<file path="config.mk">
export PLATFORM = sky130hd
export DESIGN_NAME = clkdiv_seq_ctrl
export DESIGN_NICKNAME = d
export VERILOG_FILES = /design/src/rtl/clkdiv_seq_ctrl.sv
export SDC_FILE = /design/constraint.sdc
export NUM_CORES = 1
export LEC_CHECK = 0
export BUFFER_PORTS_ARGS = -buffer_cell sky130_fd_sc_hd__buf_4
export CAP_MARGIN = 40
export CORE_MARGIN = 10
export CORE_UTILIZATION = 54
export CTS_BUF_LIST = sky130_fd_sc_hd__clkbuf_4 sky130_fd_sc_hd__clkbuf_8
export CTS_CLUSTER_SIZE = 14
export DETAILED_ROUTE_END_ITERATION = 7
export GPL_TIMING_DRIVEN = 0
export PLACE_DENSITY_LB_ADDON = 0.1
export SLEW_MARGIN = 40
export SYNTH_ARGS = -nofsm -noshare
export SYNTH_HDL_FRONTEND = slang
export SYNTH_SLANG_ARGS = --single-unit
</file>
<file path="constraint.sdc">
create_clock -name ckin0 -period 2.05 [get_ports ckin0]
set_input_delay 0 -clock ckin0 [delete_from_list [all_inputs] [get_ports ckin0]]
set_output_delay 0 -clock ckin0 [all_outputs]
set_load 0.02 [all_outputs]
</file>
<file path="src/rtl/clkdiv_seq_ctrl.sv">
// clkdiv_seq_ctrl: runt-free divide-by-K clock sequencer with req/ack ratio change.
// Optional power-down handshake (pd_req/pd_ack) when CLKDIV_PWRDN_EN is defined.
module clkdiv_seq_ctrl #(
  parameter int KW     = 5,
  parameter int DEF_K  = 8,
  parameter int SETTLE = 4
) (
  input  logic          ckin0,
  input  logic          rst_n,
  input  logic          en,
  input  logic          cfg_req,
  input  logic [KW-1:0] cfg_k,
`ifdef CLKDIV_PWRDN_EN
  input  logic          pd_req,
  output logic          pd_ack,
`endif
  output logic          cfg_ack,
  output logic          cfg_err,
  output logic          clkout,
  output logic          busy,
  output logic [KW-1:0] k_cur
);
  localparam int SW = $clog2(SETTLE + 1);
  typedef enum logic [2:0] {IDLE, RUN, DRAIN, GATED
`ifdef CLKDIV_PWRDN_EN
    , PWRDN
`endif
  } state_e;
  state_e state_q, state_d;
  logic [KW-1:0] cnt_q, cnt_d, k_q, k_d, kp_q, kp_d, h;
  logic [SW-1:0] settle_q, settle_d;
  logic pend_q, pend_d, clk_q, clk_d, ack_q, ack_d, err_q, err_d;
  logic wrap, counting, samp, gate_done, req_ok, req_bad;
  assign h         = k_q - (k_q >> 1);
  assign wrap      = cnt_q == k_q - KW'(1);
  assign counting  = state_q == RUN || state_q == DRAIN;
  assign samp      = state_q == IDLE || state_q == RUN;
  assign gate_done = state_q == GATED && settle_q == SW'(1);
  // a request is not re-sampled while its own ack is still showing
  assign req_ok    = cfg_req && !ack_q && cfg_k >= KW'(2);
  assign req_bad   = cfg_req && !ack_q && cfg_k < KW'(2);
`ifdef CLKDIV_PWRDN_EN
  logic pds_q, pd_stop;
  assign pd_stop = pds_q | pd_req;
  always_ff @(posedge ckin0 or negedge rst_n)
    if (!rst_n) pds_q <= 1'b0;
    else pds_q <= (counting || state_q == GATED) && pd_stop;
`endif
  always_ff @(posedge ckin0 or negedge rst_n)
    if (!rst_n) begin
      state_q  <= IDLE;
      cnt_q    <= '0;
      k_q      <= KW'(DEF_K);
      kp_q     <= '0;
      settle_q <= '0;
      pend_q   <= 1'b0;
      clk_q    <= 1'b0;
      ack_q    <= 1'b0;
      err_q    <= 1'b0;
    end else begin
      state_q  <= state_d;
      cnt_q    <= cnt_d;
      k_q      <= k_d;
      kp_q     <= kp_d;
      settle_q <= settle_d;
      pend_q   <= pend_d;
      clk_q    <= clk_d;
      ack_q    <= ack_d;
      err_q    <= err_d;
    end
  always_comb begin
    state_d = state_q;
    case (state_q)
      IDLE:    state_d = en ? RUN : IDLE;
      RUN:     state_d = (req_ok || !en) ? (wrap ? GATED : DRAIN) : RUN;
      DRAIN:   state_d = wrap ? GATED : DRAIN;
      GATED:   state_d = gate_done ? (en ? RUN : IDLE) : GATED;
      default: state_d = IDLE;
    endcase
`ifdef CLKDIV_PWRDN_EN
    case (state_q)
      IDLE:    state_d = pd_req ? PWRDN : state_d;
      RUN:     state_d = pd_req ? (!wrap ? DRAIN : req_ok ? GATED : PWRDN) : state_d;
      DRAIN:   state_d = wrap && pd_stop && !pend_q ? PWRDN : state_d;
      GATED:   state_d = gate_done && pd_stop ? PWRDN : state_d;
      PWRDN:   state_d = pd_req ? PWRDN : IDLE;
      default: state_d = state_d;
    endcase
`endif
  end
  always_comb begin
    cnt_d    = counting && !wrap ? cnt_q + KW'(1) : '0;
    clk_d    = counting && cnt_q < h;
    settle_d = state_q == GATED ? settle_q - SW'(1) : SW'(SETTLE);
    k_d      = gate_done && pend_q ? kp_q : (state_q == IDLE && req_ok ? cfg_k : k_q);
    kp_d     = state_q == RUN && req_ok ? cfg_k : kp_q;
    pend_d   = state_q == RUN && req_ok ? 1'b1 : (gate_done ? 1'b0 : pend_q);
    ack_d    = (gate_done && pend_q) || (samp && req_bad) || (state_q == IDLE && req_ok);
    err_d    = samp && req_bad;
  end
  always_comb begin
    busy    = state_q == DRAIN || state_q == GATED;
    clkout  = clk_q;
    cfg_ack = ack_q;
    cfg_err = err_q;
    k_cur   = k_q;
`ifdef CLKDIV_PWRDN_EN
    pd_ack  = state_q == PWRDN;
`endif
  end
endmodule
</file>
==> metrics.md <==
| Metric | Value |
|---|---|
| Post-synthesis cell type count | `32` |
| Nets | `211` |
| Wire length per cell | `14.0 um` |
| Initial Util | `55.4%` |
| Synth warn | `0` |
| CP Launch Type | `flop` |
| Clock buffer depth | `2` |
| Worst Reg2Reg Path Length in Cells | `7` |
| Most common cell in the netlist | `dfrtp_1` |
| Die Area | `5290 um^2` |
| Final WS setup | `roughly 0.067 ns` |
| Pre-CTS setup slack | `-0.0627 ns` |
| Synth area leaders | `dfrtp_1 38%, ha_1 17%, xnor2_1 4.7%` |
| Post-Syn Nets | `175` |
| Largest net degree at the start of global routing | `25` |
| Fill cell count | `221` |
| GP Congestion | `between 0.7 and 0.8` |
| Number of antenna violations at the first check in global routing | `0` |
| Row count | `19` |
| Worst-path clk slew | `0.14 ns` |
| Drt via density | `roughly 5.1` |
| Flops & latches, synth | `24` |
| Fraction of layout cells with a size suffix above 1 | `between 20% and 30%` |
| ANT cells | `0` |
| ANT nets after route | `0` |
| Fin. Hold Viols | `0` |
| WS Path Type | `reg2reg` |
| # setup viols final | `0` |
| CP endpoint kind | `flop` |
| Top FF cell, synth | `dfrtp_1` |
| Critical Path Fanout Max | `3` |
| Clock Sink Count | `24` |
| Total CTS buffers | `3` |
| Max Clock Freq | `0.504 GHz` |
| TNS Setup | `0 ns` |
| Total power | `3.02 mW` |
| WL final | `~3 mm` |
| Routed via count | `about 1100` |
| CTS tree | `done` |
| Fin cells | `211` |
| DIE WIDTH | `72.8 um` |
| H-tree Lvls | `1` |
| Cell taking the most area after synthesis | `dfrtp_1` |
| Post-Syn Area per Cell | `roughly 10 um^2` |
| DRC | `0` |
| Worst vdd ir | `1160 uV` |
| Root Driver | `clkbuf_4` |
| Ys async rst share | `between 90% and 100%` |
| Slew @ Worst Pin | `~0.36 ns` |
| Input/output buffers | `17` |
| Die height | `around 73 um` |
| Max Clock Skew | `0.00707 ns` |
| Synth top area share | `38.3%` |
| Overall Global Routing Usage | `12.1%` |
| Cells after DPL | `about 190` |
| Final Cycle Share | `96.7%` |
| Drt first pass iters | `4` |
| Synth cell count leaders | `23 x dfrtp_1, 20 x ha_1, 13 x nand2_1` |
| WHS | `0.0923 ns` |
| Synth-to-Final Area Change | `25.1%` |
| Number of flops mapped to enable cells by yosys | `0` |
| PwrDens | `1610 nW/um^2` |
| Total grt overflow | `0` |
| Num ports | `18` |
| Lkg Pwr | `0.954 nW` |
| First-pass GRT wire length | `5.25 mm` |
| Dpl hpwl | `2.20 mm` |
| Vias in the first global route | `1224` |
| Crit path DAT | `2.24 ns` |
| MaxCap Viol Count | `0` |
| Slew HR | `76.3%` |
| Required @ worst endpoint | `between 2 and 2.5 ns` |
| Post-Syn Instances | `145` |
| Sequential share of the synthesized area | `~40%` |
| HP Class | `in2async` |
| Initial drt markers | `36` |
| Status | `finished clean` |
| Max-slew violations | `0` |
| Post-Syn Area | `1500 um^2` |
| Clock latency on the worst-skew pair | `0.32 ns` |
| Core ar. | `between 2000 and 3000 um^2` |
| Tmin final | `approximately 2.0 ns` |
[metrics by stage]
stage	instance area (um^2)	util (%)
2_1_floorplan	1510	-
3_3_place_gp	1670	61.8
3_5_place_dp	1670	61.8
4_1_cts	1850	68.1
5_1_grt	1880	69.3
6_report	1880	69.3
[critical path, cell delays in order (launching register included)]
cell and delay (ns):
dfrtp_2 0.46, ha_4 0.17, fa_1 0.44, ha_1 0.28, a21o_1 0.17, a21o_1 0.16
a21o_1 0.16, a21oi_2 0.10
[layout by cell type, fill, tap and decap left out, types with 6 or more instances in the layout]
| cell type | n |
|---|---|
| xnor2_1 | 8 |
| nand2b_1 | 6 |
| dlygate4sd3_1 | 8 |
| inv_1 | 10 |
| nand2_1 | 13 |
| ha_1 | 18 |
| buf_4 | 23 |
| dfrtp_1 | 20 |
| nor2_1 | 10 |
[cells by family after synthesis]
logic type	Yosys count	synth area share, %
flip-flops	24	40.1
multiplexers	10	7.08
AND/OR/NAND/NOR	43	15.0
buffers and inverters	14	3.58
XOR/XNOR	13	7.58
adder cells (fa/ha/maj)	21	18.0
AO/OA/AOI/OAI	20	8.74
[routing by layer]
metal  routed length (um)  vias to the layer above  track usage, %
met5                    0                        -               0
li1                     -                      553               -
met2                 1500                        9            21.8
met4                   14                        0            3.80
met3                  114                        2            2.86
met1                 1330                      506            13.7
[path summary, 6_finish.rpt]
check	start	endpoint	slack, ns
max in group asynchronous	rst_n	k_cur[3]	1.67
min in group ckin0	cfg_k[2]	kp_q[2]	0.45
hold reg to reg	settle_q[0]	settle_q[0]	0.47
hold / removal	rst_n	cnt_q[3]	0.09
setup / recovery	k_cur[1]	clkout	0.07
setup reg to reg	k_cur[1]	clkout	0.07
[flip-flops by register name, summed over array words and instances, names as in the netlist]
register / count
cnt_q: 5
settle_q: 3
k_cur: 5
kp_q: 5
pend_q: 1
cfg_err: 1
state_q: 2
clkout: 1
cfg_ack: 1
[final cells by class]
class                           instances  area, um^2  share of cell area, %
Timing Repair Buffer                   31         253                   13.4
Buffer                                  2        8.76                  0.466
Clock inverter                          1        30.0                   1.60
Clock buffer                            3        22.5                   1.20
Multi-Input combinational cell        107         876                   46.6
Inverter                               12        45.0                   2.40
Tap cell                               31        38.8                   2.06
Sequential cell                        24         606                   32.2
[timing repair]
| item | CTS | global route |
|---|---|---|
| gates cloned | 0 | 0 |
| hold buffers | 8 | 0 |
| buffers inserted | 4 | 2 |
| pin swaps | 7 | 3 |
| endpoints found under the hold margin | 36 | 0 |
| resized for setup | 1 | 4 |
| setup endpoints to repair | 1 | 1 |
[where the power goes]
part / internal, mW / leakage (nW) / switching [mW]
registers: 0.681 / 0.292 / 0.178
logic: 0.891 / 0.634 / 0.924
clock network: 0.198 / 0.0279 / 0.152
Note: power is estimated with default switching activity, not from simulation.
